[config.mk]
export PLATFORM = sky130hd
export DESIGN_NAME = vram_arbiter
export DESIGN_NICKNAME = d
export VERILOG_FILES = /design/src/rtl/vram_arbiter.sv
export SDC_FILE = /design/constraint.sdc
export NUM_CORES = 1
export LEC_CHECK = 0
export ABC_AREA = 1
export BUFFER_PORTS_ARGS = -buffer_cell sky130_fd_sc_hd__buf_2
export CORE_MARGIN = 1.5
export CORE_UTILIZATION = 45
export CTS_CLUSTER_DIAMETER = 60
export DETAILED_ROUTE_END_ITERATION = 8
export GPL_TIMING_DRIVEN = 0
export PLACE_DENSITY = 0.77
export SLEW_MARGIN = 20
export SYNTH_ARGS = -nofsm -noshare
export SYNTH_HDL_FRONTEND = slang
export SYNTH_SLANG_ARGS = --single-unit
[constraint.sdc]
create_clock -name i_clock -period 2.25 [get_ports i_clock]
set_input_delay 0.1125 -clock i_clock [delete_from_list [all_inputs] [get_ports i_clock]]
set_output_delay 0.1125 -clock i_clock [all_outputs]
set_load 0.1 [all_outputs]
[src/rtl/vram_arbiter.sv]
// vram_arbiter: shares one single-port synchronous VRAM between a display
// scanout reader (fixed top priority) and a game-logic writer (req/ack).
// Ports:
//   i_clock, i_reset (async, active-high)
//   display: i_disp_req, i_disp_addr -> o_disp_data, o_disp_valid
//   writer:  i_wr_req, i_wr_addr, i_wr_data -> o_wr_ack
//   status:  i_vblank, i_starve_clr -> o_wr_starved
//   RAM:     o_ram_en, o_ram_we, o_ram_addr, o_ram_wdata <- i_ram_rdata
// Build option: define VBLANK_ONLY_WR_EN to restrict writes to vertical
// blanking; otherwise i_vblank is ignored.
module vram_arbiter #(
    parameter int AW           = 10,
    parameter int DW           = 4,
    parameter int STARVE_LIMIT = 800
) (
    input  logic          i_clock,
    input  logic          i_reset,
    input  logic          i_disp_req,
    input  logic [AW-1:0] i_disp_addr,
    output logic [DW-1:0] o_disp_data,
    output logic          o_disp_valid,
    input  logic          i_wr_req,
    input  logic [AW-1:0] i_wr_addr,
    input  logic [DW-1:0] i_wr_data,
    output logic          o_wr_ack,
    input  logic          i_vblank,
    input  logic          i_starve_clr,
    output logic          o_wr_starved,
    output logic          o_ram_en,
    output logic          o_ram_we,
    output logic [AW-1:0] o_ram_addr,
    output logic [DW-1:0] o_ram_wdata,
    input  logic [DW-1:0] i_ram_rdata
);

    typedef enum logic [1:0] {
        S_IDLE,
        S_RD,
        S_WR
    } state_t;

    localparam logic [15:0] LIM_M1 = 16'(STARVE_LIMIT - 1);

    state_t        r_state;
    state_t        w_state_nxt;
    logic [AW-1:0] r_ram_addr;
    logic [AW-1:0] w_addr_nxt;
    logic [DW-1:0] r_ram_wdata;
    logic [DW-1:0] w_wdata_nxt;
    logic          r_ram_en;
    logic          r_ram_we;
    logic          r_wr_ack;
    logic          r_rd_pend;
    logic [DW-1:0] r_disp_hold;
    logic [15:0]   r_cnt;
    logic [15:0]   w_cnt_nxt;
    logic          w_blocked;
    logic          r_starved;
    logic          w_wr_ok;

`ifdef VBLANK_ONLY_WR_EN
    assign w_wr_ok = i_vblank;
`else
    logic w_unused_vblank;
    assign w_unused_vblank = i_vblank;
    assign w_wr_ok = 1'b1;
`endif

    // Next op; the current ack blocks a second grant for the same request.
    always_comb begin
        w_state_nxt = S_IDLE;
        w_addr_nxt  = r_ram_addr;
        w_wdata_nxt = r_ram_wdata;
        if (i_disp_req) begin
            w_state_nxt = S_RD;
            w_addr_nxt  = i_disp_addr;
        end else if (i_wr_req && !r_wr_ack && w_wr_ok) begin
            w_state_nxt = S_WR;
            w_addr_nxt  = i_wr_addr;
            w_wdata_nxt = i_wr_data;
        end
    end

    always_ff @(posedge i_clock or posedge i_reset) begin
        if (i_reset) begin
            r_state     <= S_IDLE;
            r_ram_addr  <= '0;
            r_ram_wdata <= '0;
            r_ram_en    <= 1'b0;
            r_ram_we    <= 1'b0;
            r_wr_ack    <= 1'b0;
        end else begin
            r_state     <= w_state_nxt;
            r_ram_addr  <= w_addr_nxt;
            r_ram_wdata <= w_wdata_nxt;
            r_ram_en    <= (w_state_nxt != S_IDLE);
            r_ram_we    <= (w_state_nxt == S_WR);
            r_wr_ack    <= (w_state_nxt == S_WR);
        end
    end

    // RAM data arrives the cycle after a read op; pass it straight through
    // and keep a copy so o_disp_data holds between reads.
    always_ff @(posedge i_clock or posedge i_reset) begin
        if (i_reset) begin
            r_rd_pend   <= 1'b0;
            r_disp_hold <= '0;
        end else begin
            r_rd_pend <= (r_state == S_RD);
            if (r_rd_pend) begin
                r_disp_hold <= i_ram_rdata;
            end
        end
    end

    assign w_blocked = i_wr_req && !r_wr_ack;

    always_comb begin
        w_cnt_nxt = '0;
        if (w_blocked) begin
            w_cnt_nxt = (r_cnt == 16'hFFFF) ? r_cnt : r_cnt + 16'd1;
        end
    end

    // Set only on the edge the counter steps onto the limit.
    always_ff @(posedge i_clock or posedge i_reset) begin
        if (i_reset) begin
            r_cnt     <= '0;
            r_starved <= 1'b0;
        end else begin
            r_cnt <= w_cnt_nxt;
            if (w_blocked && r_cnt == LIM_M1) begin
                r_starved <= 1'b1;
            end else if (i_starve_clr) begin
                r_starved <= 1'b0;
            end
        end
    end

    assign o_ram_en     = r_ram_en;
    assign o_ram_we     = r_ram_we;
    assign o_ram_addr   = r_ram_addr;
    assign o_ram_wdata  = r_ram_wdata;
    assign o_wr_ack     = r_wr_ack;
    assign o_disp_valid = r_rd_pend;
    assign o_disp_data  = r_rd_pend ? i_ram_rdata : r_disp_hold;
    assign o_wr_starved = r_starved;

endmodule
==> impl_metrics.env <==
export IMPL_timing_rr_end="r_cnt[0]$_DFFE_PP0P_"
export IMPL_worstSetupPathDepth=2
export IMPL_power_frac_comb=0.296
export IMPL_clkTransAtPathRegs_ns=0.08
export IMPL_syn_area_sq_um=1980
export IMPL_sequentialPowerShare=0.430
export IMPL_grt_max_degree=22
export IMPL_power_mw=1.80
export IMPL_fin_util=0.599
export IMPL_holdWs_ns=0.0226
export IMPL_power_leakage_nw=1.36
export IMPL_grt_remaining_overflow=0
export IMPL_endpoint="o_disp_data[0]"
export IMPL_tightest_slew_ns=0.496
export IMPL_detail_route_vias_per_cell=4.97
export IMPL_drive_gt1_frac=0.296
export IMPL_die_area_sq_um=4820
export IMPL_status="finished, final reports clean"
export IMPL_drtIter0Drc=87
export IMPL_cp_startpoint="o_disp_valid$_DFF_PP0_"
export IMPL_drcViolationCount=0
export IMPL_synthCells=241
export IMPL_dr_pass1_iters=4
export IMPL_rr_worst_depth=9
export IMPL_grt_usage=0.188
export IMPL_p_int_mw=1.09
export IMPL_gp_routability_congestion=0.883
export IMPL_avgSynthCellArea_sq_um=8.23
export IMPL_grt_pass1_vias=1774
export IMPL_die_w_um=69.4
export IMPL_cts_htree_levels=2
export IMPL_dpl_instance_area_sq_um=2350
export IMPL_place_ws_ns=0.753
export IMPL_rsz0062_at_grt="no"
export IMPL_ir_drop_uv=382
export IMPL_hp_class="input pin to flop"
export IMPL_clockPowerShare=0.274
export IMPL_rrSetupSlack_ns=0.75
export IMPL_vias=1775
export IMPL_final_common_cell="nand2_1"
export IMPL_dp_hpwl_um=3270
export IMPL_max_stage_delay_ns=0.44
export IMPL_ctsResizeCount=0
export IMPL_switching_share=0.393
export IMPL_synth_warnings=0
export IMPL_crit_path_end_kind="output pin"
export IMPL_cts_buffers=5
export IMPL_ys_seq_elements=39
export IMPL_io_buffers=55
export IMPL_yosysUniqueCellTypes=29
export IMPL_syn_nets=276
export IMPL_final_cells=357
export IMPL_fin_area_sq_um=2470
export IMPL_finalWorstSetupSlack_ns=0.734
export IMPL_syn_to_final_growth_pct=24.3
export IMPL_final_net_count=341
export IMPL_powerDensity_nw_per_um2=731
export IMPL_period_minus_slack_ns=1.52
export IMPL_seq_area_frac_synth=0.492
export IMPL_die_h_um=69.4
export IMPL_core_sq_um=4120
export IMPL_slew_viol_final=0
export IMPL_cts_sinks=39
export IMPL_grt_pass1_wl_um=7420
export IMPL_row_count=23
export IMPL_required_ns=2.14
export IMPL_clock_latency_ns=0.29
export IMPL_startpoint_type="flop"
export IMPL_timing_fmax_ghz=0.660
export IMPL_cp_slowest_cell="dfrtp_1"
export IMPL_cp_top_family="flip-flops"
export IMPL_start_util=0.482
export IMPL_layout_common_cells="nand2_1, buf_2, dfrtp_1"
export IMPL_wl_um=4240
export IMPL_fin_skew_ns=0.0102
export IMPL_path_cells="mux2_2 -> buf_2"
export IMPL_r2r_start="r_cnt[1]$_DFFE_PP0P_"
export IMPL_relSlewSlack=0.672
export IMPL_tns_ns=0
export IMPL_timing_hold_violations_final=0
export IMPL_postRouteAntennaNets=0
export IMPL_path_max_fanout=5
export IMPL_setup_viol=0
export IMPL_io_pins=57
export IMPL_crit_type="flop to output pin"
export IMPL_diodes=0
export IMPL_cp_arrival_ns=1.40
export IMPL_cts_tree="yes"
export IMPL_maxCapViolations=0
export IMPL_final_period_utilization=0.674
export IMPL_antenna_found_initial=0
export IMPL_crit_buf_inv=1
export IMPL_cts_root_buf="clkbuf_8"
export IMPL_cts_buffer_depth=2
export IMPL_wire_per_inst_um=11.9
export IMPL_place_inst=347
export IMPL_power_switching_uw=709
[registers in the layout (all words and copies together) (netlist names)]
register / flops
r_cnt: 16
o_disp_valid: 1
o_wr_starved: 1
o_ram_addr: 10
o_ram_en: 1
o_ram_wdata: 4
r_disp_hold: 4
r_state: 2
[cell type report]
type | count | area (sq um)
inverter | 26 | 97.6
sequential | 39 | 976
clock buffer | 6 | 82.6
buffer | 7 | 41.3
fill | 356 | 1650
tap | 50 | 62.6
clock inverter | 2 | 13.8
multi-input combinational | 169 | 870
timing repair buffer | 58 | 323
[worst min-delay path by stage]
| stage | startpoint | slack, ns | end | depth (start not counted) |
|---|---|---|---|---|
| 2_1_floorplan | i_disp_req | 0.14 | r_state[0]$_DFF_PP0_ | 0 |
| 3_3_place_gp | i_disp_req | 0.27 | r_state[0]$_DFF_PP0_ | 1 |
| 3_5_place_dp | i_reset | 0.15 | o_ram_addr[5]$_DFFE_PP0P_ | 2 |
| 4_1_cts | i_wr_data[2] | 0.02 | o_ram_wdata[2]$_DFFE_PP0P_ | 3 |
| 5_1_grt | i_wr_data[1] | 0.03 | o_ram_wdata[1]$_DFFE_PP0P_ | 3 |
| 6_report | i_wr_data[0] | 0.02 | o_ram_wdata[0]$_DFFE_PP0P_ | 3 |
[per-layer routing]
layer	wire length, um	global-route usage
met4	56	0.0763
met2	2100	0.333
met5	0	0
met1	1870	0.221
met3	211	0.0392
[power groups by stage]
| stage | Sequential (mW) | Combinational [mW] | Clock, mW |
|---|---|---|---|
| after floorplan | 1.05 | 0.170 | 0 |
| after global placement | 0.788 | 0.522 | 0 |
| after CTS | 0.776 | 0.537 | 0.508 |
| final | 0.776 | 0.533 | 0.494 |
| after global routing | 0.781 | 0.559 | 0.538 |
| after detailed placement | 0.790 | 0.535 | 0 |
[cells by family after synthesis]
family | Yosys count | share of synthesized area
compound gates | 18 | 0.0586
xor+xnor | 4 | 0.0177
fa+ha+maj | 1 | 0.00630
buf+inv | 33 | 0.0700
flops | 39 | 0.492
mux | 4 | 0.0227
simple gates | 142 | 0.333
[cell usage after synthesis]
| cell type | instances | area share |
|---|---|---|
| a31oi_1 | 10 | 0.032 |
| o21ai_0 | 4 | 0.010 |
| nor2_1 | 22 | 0.042 |
| dfrtp_1 | 39 | 0.49 |
| nand3_1 | 20 | 0.050 |
| nand3_2 | 2 | 0.010 |
| xor2_1 | 3 | 0.013 |
| nor3_1 | 2 | 0.0050 |
| buf_6 | 1 | 0.0057 |
| nand2_4 | 2 | 0.011 |
| o21bai_1 | 1 | 0.0038 |
| nand2_1 | 80 | 0.15 |
| mux2_2 | 4 | 0.023 |
| nor2_8 | 1 | 0.010 |
| a21oi_4 | 1 | 0.0082 |
| nor2_4 | 2 | 0.011 |
| nor3_2 | 1 | 0.0050 |
| inv_1 | 24 | 0.045 |
| nand2_2 | 3 | 0.0095 |
| buf_2 | 3 | 0.0076 |
| inv_2 | 2 | 0.0038 |
| ha_1 | 1 | 0.0063 |
| clkbuf_1 | 2 | 0.0038 |
| nand4_1 | 4 | 0.013 |
| nor3_4 | 1 | 0.0082 |
| buf_4 | 1 | 0.0038 |
| o21ai_1 | 2 | 0.0050 |
| xnor2_1 | 1 | 0.0044 |
| nor2_2 | 2 | 0.0063 |
[worst reg2reg max path, stage by stage (launching register included)]
cell,delay [ns]
dfrtp_1,0.39
ha_1,0.23
nand3_2,0.16
inv_2,0.12
nand2_4,0.08
nor2_8,0.12
nand2_4,0.05
buf_6,0.15
nand3_2,0.05
nand2_1,0.05
[timing repair]
action                                 in CTS  in global routing
setup endpoints to repair                   0                  0
endpoints found under the hold margin      19                  0
hold buffers                                2                  0
setup buffers                               0                  0
No activity file was read; power rests on OpenSTA's default activity.
